`src/rtl/rc4_pkg.sv`:
```
// Shared types for the RC4 S-memory sequencer and its engines.
// Holds the sequencer state encoding and the engine phase indices.
package rc4_pkg;

    typedef enum logic [2:0] {
        IDLE,
        LAUNCH,
        WAIT_DROP,
        WAIT_DONE,
        DONE,
        ERR
    } seq_state_t;

    localparam logic [1:0] PH_INIT = 2'd0;
    localparam logic [1:0] PH_KSA  = 2'd1;
    localparam logic [1:0] PH_PRGA = 2'd2;

endpackage

```
`src/rtl/s_mem_mux.sv`:
```
// Combinational owner select of the S memory write port.
// Only the engine named by sel reaches the RAM, and only while own is high.
module s_mem_mux #(
    parameter int NUM_ENG = 3,
    parameter int ADDR_W  = 8,
    parameter int DATA_W  = 8
) (
    input  logic                      own,
    input  logic [1:0]                sel,
    input  logic [NUM_ENG*ADDR_W-1:0] eng_addr,
    input  logic [NUM_ENG*DATA_W-1:0] eng_wrdata,
    input  logic [NUM_ENG-1:0]        eng_wren,
    output logic [ADDR_W-1:0]         mem_addr,
    output logic [DATA_W-1:0]         mem_wrdata,
    output logic                      mem_wren
);

    always_comb begin
        mem_addr   = '0;
        mem_wrdata = '0;
        mem_wren   = 1'b0;
        for (int k = 0; k < NUM_ENG; k++) begin
            if (own && sel == 2'(k)) begin
                mem_addr   = eng_addr[k*ADDR_W +: ADDR_W];
                mem_wrdata = eng_wrdata[k*DATA_W +: DATA_W];
                mem_wren   = eng_wren[k];
            end
        end
    end

endmodule

```
`src/rtl/s_mem_sequencer.sv`:
```
// Runs init, ksa and prga in order and hands the S memory to whichever
// engine is active; a per-phase watchdog flags an engine that never returns.
module s_mem_sequencer
    import rc4_pkg::*;
#(
    parameter int NUM_ENG = 3,
    parameter int ADDR_W  = 8,
    parameter int DATA_W  = 8,
    parameter int TIMEOUT = 65535
) (
    input  logic                      clk,
    input  logic                      rst,
    input  logic                      start,
    output logic                      busy,
    output logic                      done,
    output logic                      error,
    output logic [1:0]                phase,
    output logic [NUM_ENG-1:0]        eng_en,
    input  logic [NUM_ENG-1:0]        eng_rdy,
    input  logic [NUM_ENG*ADDR_W-1:0] eng_addr,
    input  logic [NUM_ENG*DATA_W-1:0] eng_wrdata,
    input  logic [NUM_ENG-1:0]        eng_wren,
    output logic [ADDR_W-1:0]         mem_addr,
    output logic [DATA_W-1:0]         mem_wrdata,
    output logic                      mem_wren
);

    localparam int              WD_W   = $clog2(TIMEOUT + 1);
    localparam logic [WD_W-1:0] WD_LIM = WD_W'(TIMEOUT - 1);
    localparam logic [1:0]      LAST   = 2'(NUM_ENG - 1);

    seq_state_t      state_q, state_d;
    logic [1:0]      phase_q, phase_d;
    logic [WD_W-1:0] wdog_q, wdog_d;
    logic            rdy_cur;
    logic            expired;
    logic            own;

    assign rdy_cur = eng_rdy[phase_q];
    assign expired = (wdog_q == WD_LIM);

    always_ff @(posedge clk) begin
        if (rst) begin
            state_q <= IDLE;
            phase_q <= PH_INIT;
            wdog_q  <= '0;
        end else begin
            state_q <= state_d;
            phase_q <= phase_d;
            wdog_q  <= wdog_d;
        end
    end

    always_comb begin
        state_d = state_q;
        phase_d = phase_q;
        wdog_d  = wdog_q;
        eng_en  = '0;
        unique case (state_q)
            IDLE, DONE, ERR: begin
                if (start) begin
                    state_d = LAUNCH;
                    phase_d = PH_INIT;
                    wdog_d  = '0;
                end
            end
            LAUNCH: begin
                if (rdy_cur) begin
                    eng_en[phase_q] = 1'b1;
                    // the launch cycle itself counts toward the phase budget
                    wdog_d  = WD_W'(1);
                    state_d = WAIT_DROP;
                end
            end
            WAIT_DROP: begin
                wdog_d = WD_W'(wdog_q + 1'b1);
                if (expired) begin
                    state_d = ERR;
                    phase_d = PH_INIT;
                end else if (!rdy_cur) begin
                    state_d = WAIT_DONE;
                end
            end
            WAIT_DONE: begin
                wdog_d = WD_W'(wdog_q + 1'b1);
                if (expired) begin
                    state_d = ERR;
                    phase_d = PH_INIT;
                end else if (rdy_cur) begin
                    if (phase_q == LAST) begin
                        state_d = DONE;
                        phase_d = PH_INIT;
                    end else begin
                        state_d = LAUNCH;
                        phase_d = phase_q + 2'd1;
                    end
                end
            end
            default: state_d = IDLE;
        endcase
    end

    assign busy  = (state_q == LAUNCH) || (state_q == WAIT_DROP) ||
                   (state_q == WAIT_DONE);
    assign done  = (state_q == DONE);
    assign error = (state_q == ERR);
    assign phase = phase_q;
    // keep the RAM write port quiet while reset is held
    assign own   = busy && !rst;

    s_mem_mux #(
        .NUM_ENG(NUM_ENG),
        .ADDR_W (ADDR_W),
        .DATA_W (DATA_W)
    ) u_mux (
        .own       (own),
        .sel       (phase_q),
        .eng_addr  (eng_addr),
        .eng_wrdata(eng_wrdata),
        .eng_wren  (eng_wren),
        .mem_addr  (mem_addr),
        .mem_wrdata(mem_wrdata),
        .mem_wren  (mem_wren)
    );

endmodule
```
`config.mk`:
```
export PLATFORM = sky130hd
export DESIGN_NAME = s_mem_sequencer
export DESIGN_NICKNAME = d
export VERILOG_FILES = /design/src/rtl/rc4_pkg.sv /design/src/rtl/s_mem_mux.sv /design/src/rtl/s_mem_sequencer.sv
export SDC_FILE = /design/constraint.sdc
export NUM_CORES = 1
export LEC_CHECK = 0
export BUFFER_PORTS_ARGS = -buffer_cell sky130_fd_sc_hd__buf_2
export CAP_MARGIN = 20
export CORE_UTILIZATION = 51
export DETAILED_ROUTE_END_ITERATION = 8
export PLACE_DENSITY_LB_ADDON = 0.08
export SYNTH_ARGS = -nofsm -noshare
export SYNTH_HDL_FRONTEND = slang
export SYNTH_SLANG_ARGS = --single-unit
```
`constraint.sdc`:
```
create_clock -name clk -period 5.8 [get_ports clk]
set_clock_uncertainty 0.15 [all_clocks]
set_input_delay 1.16 -clock clk [delete_from_list [all_inputs] [get_ports clk]]
set_output_delay 1.16 -clock clk [all_outputs]
set_load 0.005 [all_outputs]
```
==> impl_metrics.ini, run 1 <==
[clocking]
clkTransAtPathRegs_ns = 0.15
cts_num_sinks = 21
clk_path_buf_depth = 2
ctsResizeCount = 0
cts_max_level = 1
cts_tree = yes
numCtsBuffers = 3
post_cts.repair.setup_buffers = 0
cts-root-buf = clkbuf_4
insertion_delay_ns = 0.32
holdBufCountCts = 0

[grt]
met1_usage_pct = 32.87
use_met2_pct = 41.63
grt_pass1_vias = 1711
grt_max_degree = 30
grt_pass1_wl_mm = 7.258
busiest_layer = met2
grt_antenna_before_repair = 0
grtUsageMet3_pct = 3.782
grt_use_total_pct = 25.30
grt_overflow = 0

[drt]
drtIter0Drc = 147
drt_wl_total_mm = 4.712
drcViolationCount = 0
drt_pre_antenna_iters = 4
avgRoutedWirePerCell_um = 13.42
vias = 2032
ant_nets = 0
via_per_inst = 5.789

[worst_setup_path]
crit_type = reg2out
critical_path_required_ns = 4.49
rr_startpoint = phase[1]
crit_start = phase[1]
cp-end-kind = primary output
path_max_fanout = 26
arrival_ns = 2.66
startpoint_type = flip-flop

[min_path]
min_from = wdog_q[13]
hold_path.class = reg2reg

[timing]
max_slew_margin_pct = 28.07
setup-violations-final = 0
hold_viol = 0
fmax_mhz = 252.1
fin_crit_ns = 3.966
setup_slack_ns = 1.834
slew_violations = 0
grt_setup_unrepaired = no
fin_crit_sh_pct = 68.38
worst_pin_slew_ns = 1.077
fin_tns_setup_ns = 0

[floorplan]
die_h_um = 61.65
coreArea_um2 = 3363
placementRows = 21
dieArea_um2 = 3800
initial_core_util_pct = 53.94
die_w_um = 61.65
io_pins = 82

[cells_and_area]
n_fill_cell = 348
final_nets = 365
drive_gt1_share_pct = 31.80
antenna_cells = 0
multi_input_area_um2 = 1251
fin_util_pct = 65.48
seq_area_um2 = 420.4
final_cell_mix = buf_2 (81), nor2_1 (40), a21oi_1 (35), dfxtp_1 (21), mux2i_1 (19)
area_growth_pct = 21.38
layout_commonest_cell = buf_2

[synth]
synthMuxAreaShare_pct = 11.31
yosys_warnings = 0
mappedNetlistNets = 296
syn_area_um2 = 1814
synth_top_family_by_area = simple AND/OR/NAND/NOR gates
synth_ff_type = dfxtp_1
synth-xor-area-share_pct = 0.4828
synthAdderAreaFrac_pct = 1.379
syn_area_per_cell_um2 = 7.655
synth_edf_count = 0
synthArstFlopShare_pct = 0
yosysUniqueCellTypes = 51
synth_cells = 237
ys_seq_area_share_pct = 23.17
synth-simple-area-share_pct = 28.14
synth_compound_area_share_pct = 27.66
synth-seq-cells = 21

[place]
io_buffers = 81
dp_slack_ns = 2.111
hpwlAfterDp_mm = 3.600
place_congestion = 0.7482

[power]
cellLeakagePower_nw = 0.8960
p_total_mw = 0.3466
powerDensity_nw_per_um2 = 157.4
ir_worst_vdd_uv = 70.33

[job]
cap_violations = 0

[outcome]
status = completed
[path summary, 6_finish.rpt]
path	endpoint	slack (ns)	depth (start not counted)
max	mem_addr[5]	1.83	5
min	wdog_q[13]	0.35	2
max reg2reg	wdog_q[3]	3.23	4
min reg2reg	wdog_q[13]	0.35	2
[per-stage QoR]
step	instance area (um^2)	hold slack, ns	instances
floorplan	1814	0.2974	237
global placement	2165	0.3152	346
detailed placement	2165	0.3268	346
CTS	2195	0.3466	350
global route	2202	0.3643	351
finish	2202	0.3461	351
[cell families after synthesis]
logic type / Yosys count
DFF: 21
muxes: 20
and+or+nand+nor: 94
adders and majority gates: 2
xor gates and xnor gates: 1
AOI/OAI and AO/OA: 74
buffers and inverters: 25
[critical path: stages, from the launching register on]
cell	delay, ns
dfxtp_1	0.87
inv_2	0.21
nor2_1	0.83
a21oi_1	0.16
nor2_1	0.15
buf_2	0.13
[per-layer routing]
layer  vias up  wire length, um
li1       1026                -
met1       931             2143
met2        67             2250
met3         8              225
met4         0               93
met5         -                0
[Yosys cell counts, types with 3 or more instances]
library cell,count,area [um^2]
and4_1,4,35.03
o21ai_0,3,15.01
nor2_1,40,150.1
nand2_1,5,18.77
buf_2,5,25.02
a21oi_1,35,175.2
nand4_1,6,37.54
buf_6,3,33.78
inv_1,5,18.77
nand2b_1,6,37.54
o31ai_1,13,97.59
clkbuf_1,7,26.28
or4_1,13,97.59
mux2i_1,19,190.2
dfxtp_1,21,420.4
nand3_1,6,30.03
[flip-flops by register name, indices dropped and copies added (netlist names)]
signal / flops
state_q: 3
wdog_q: 16
phase: 2
[layout make-up]
| class | count | area share (%) |
|---|---|---|
| multi-input combinational | 191 | 56.82 |
| timing repair buffer | 83 | 19.09 |
| inverter | 6 | 1.023 |
| sequential | 21 | 19.09 |
| clock inverter | 1 | 0.3409 |
| tap | 46 | 2.614 |
| clock buffer | 3 | 1.023 |
[power by group]
group          leakage (nW)  switching, mW  internal, mW
sequential            0.170        0.00919         0.148
clock                0.0139         0.0514        0.0263
combinational         0.712         0.0605        0.0516
(Power assumes the default switching activity.)
==> run 2, diff against run 1 <==
Settings changed: CORE_UTILIZATION 51 to 47.
Clock period 5.8 ns to 3.7 ns, I/O delays scaled along.
==> impl_metrics.ini, run 2 (same netlist as run 1, synthesis figures left out) <==
[drt]
drtIter0Drc = 130
avgRoutedWirePerCell_um = 12.51
drt_wl_total_mm = 4.465
via_per_inst = 5.605
drcViolationCount = 0
ant_nets = 0
vias = 2001
drt_pre_antenna_iters = 4

[worst_setup_path]
startpoint_type = flip-flop
critPathCapture = mem_addr[3]
reg2reg_slack_ns = 1.63
rr_worst_depth = 5
path_max_fanout = 16
arrival_ns = 1.78
r2r_end = wdog_q[14]
crit_type = reg2out
cp-end-kind = primary output
rr_startpoint = phase[0]
critical_path_required_ns = 2.81
crit_start = phase[0]

[clocking]
post_cts.repair.setup_buffers = 0
cts_num_sinks = 21
cts_tree = yes
cts-root-buf = clkbuf_8
holdBufCountCts = 0
clk_path_buf_depth = 2
numCtsBuffers = 3
clkTransAtPathRegs_ns = 0.08
ctsResizeCount = 0
insertion_delay_ns = 0.26
cts_max_level = 1

[cells_and_area]
area_growth_pct = 24.00
largest-register = wdog_q
layout_commonest_cell = buf_2
n_fill_cell = 348
final_nets = 369
antenna_cells = 0
final_cell_mix = buf_2 (81), nor2_1 (40), a21oi_1 (35), dfxtp_1 (21), mux2i_1 (19)
largest_reg_flops = 16
drive_gt1_share_pct = 32.36

[timing]
worst_hold_slack_ns = 0.3331
fin_crit_ns = 2.675
grt_setup_unrepaired = no
hold_viol = 0
fin_tns_setup_ns = 0
max_slew_margin_pct = 49.94
slew_violations = 0
fmax_mhz = 373.9
fin_crit_sh_pct = 72.29
setup-violations-final = 0
worst_pin_slew_ns = 0.7482

[power]
ir_worst_vdd_uv = 155.3
powerDensity_nw_per_um2 = 255.0
cellLeakagePower_nw = 0.9255

[grt]
grt_max_degree = 30
grt_pass1_wl_mm = 7.603
grt_use_total_pct = 22.74
grt_antenna_before_repair = 0
grt_overflow = 0
grt_pass1_vias = 1720

[floorplan]
dieArea_um2 = 4113
coreArea_um2 = 3689
die_h_um = 64.13
placementRows = 22
io_pins = 82
initial_core_util_pct = 49.19
die_w_um = 64.13

[place]
io_buffers = 81
hpwlAfterDp_mm = 3.365
place_congestion = 0.8103

[job]
cap_violations = 0

[outcome]
status = completed

[min_path]
hold_path.class = reg2reg
[run 2: worst min-delay path by stage]
stage | start | endpoint | slack [ns] | depth (start not counted)
6_report | wdog_q[13] | wdog_q[13] | 0.33 | 2
5_1_grt | wdog_q[5] | wdog_q[5] | 0.36 | 2
4_1_cts | wdog_q[13] | wdog_q[13] | 0.33 | 2
3_5_place_dp | wdog_q[15] | wdog_q[15] | 0.32 | 2
3_3_place_gp | wdog_q[15] | wdog_q[15] | 0.32 | 2
2_1_floorplan | wdog_q[15] | wdog_q[15] | 0.30 | 2
[run 2: layer usage]
metal / vias up / global-route usage, % / part of all wire [%]
met1: 899 / 29.86 / 48
met3: 4 / 4.286 / 4.4
li1: 1039 / - / -
met5: - / 0 / 0
met4: 0 / 3.333 / 0.67
met2: 59 / 39.23 / 47
[run 2: power breakdown]
part	total (mW)	internal [mW]	switching (mW)
sequential	0.246	0.231	0.0149
clock	0.151	0.0767	0.0746
combinational	0.176	0.0841	0.0923
total	0.574	0.392	0.182
[run 2: final cells by class]
class                           instances  area, um^2  share of cell area [%]
Multi-Input combinational cell        191        1251                   55.62
Sequential cell                        21       420.4                   18.69
Clock buffer                            4       45.04                   2.002
Inverter                                6       22.52                   1.001
Tap cell                               48       60.06                   2.670
Timing Repair Buffer                   87       450.4                   20.02
[run 2: stage by stage]
stage               utilization (%)  power, mW  area (um^2)  cells  setup slack [ns]
floorplan                         -     0.3676         1814    237             1.061
global placement              59.57     0.4283         2197    352             1.131
detailed placement            59.57     0.4278         2197    352             1.135
CTS                           60.79     0.5775         2242    356            0.8541
global route                  60.99     0.6096         2250    357            0.8421
finish                        60.99     0.5737         2250    357             1.025
[run 2: critical path: stages, from the launching register on]
cell and delay (ns):
dfxtp_1 0.59, buf_4 0.36, mux2i_1 0.22, nor2_1 0.05
a21oi_1 0.12, nor2_1 0.05, buf_2 0.13
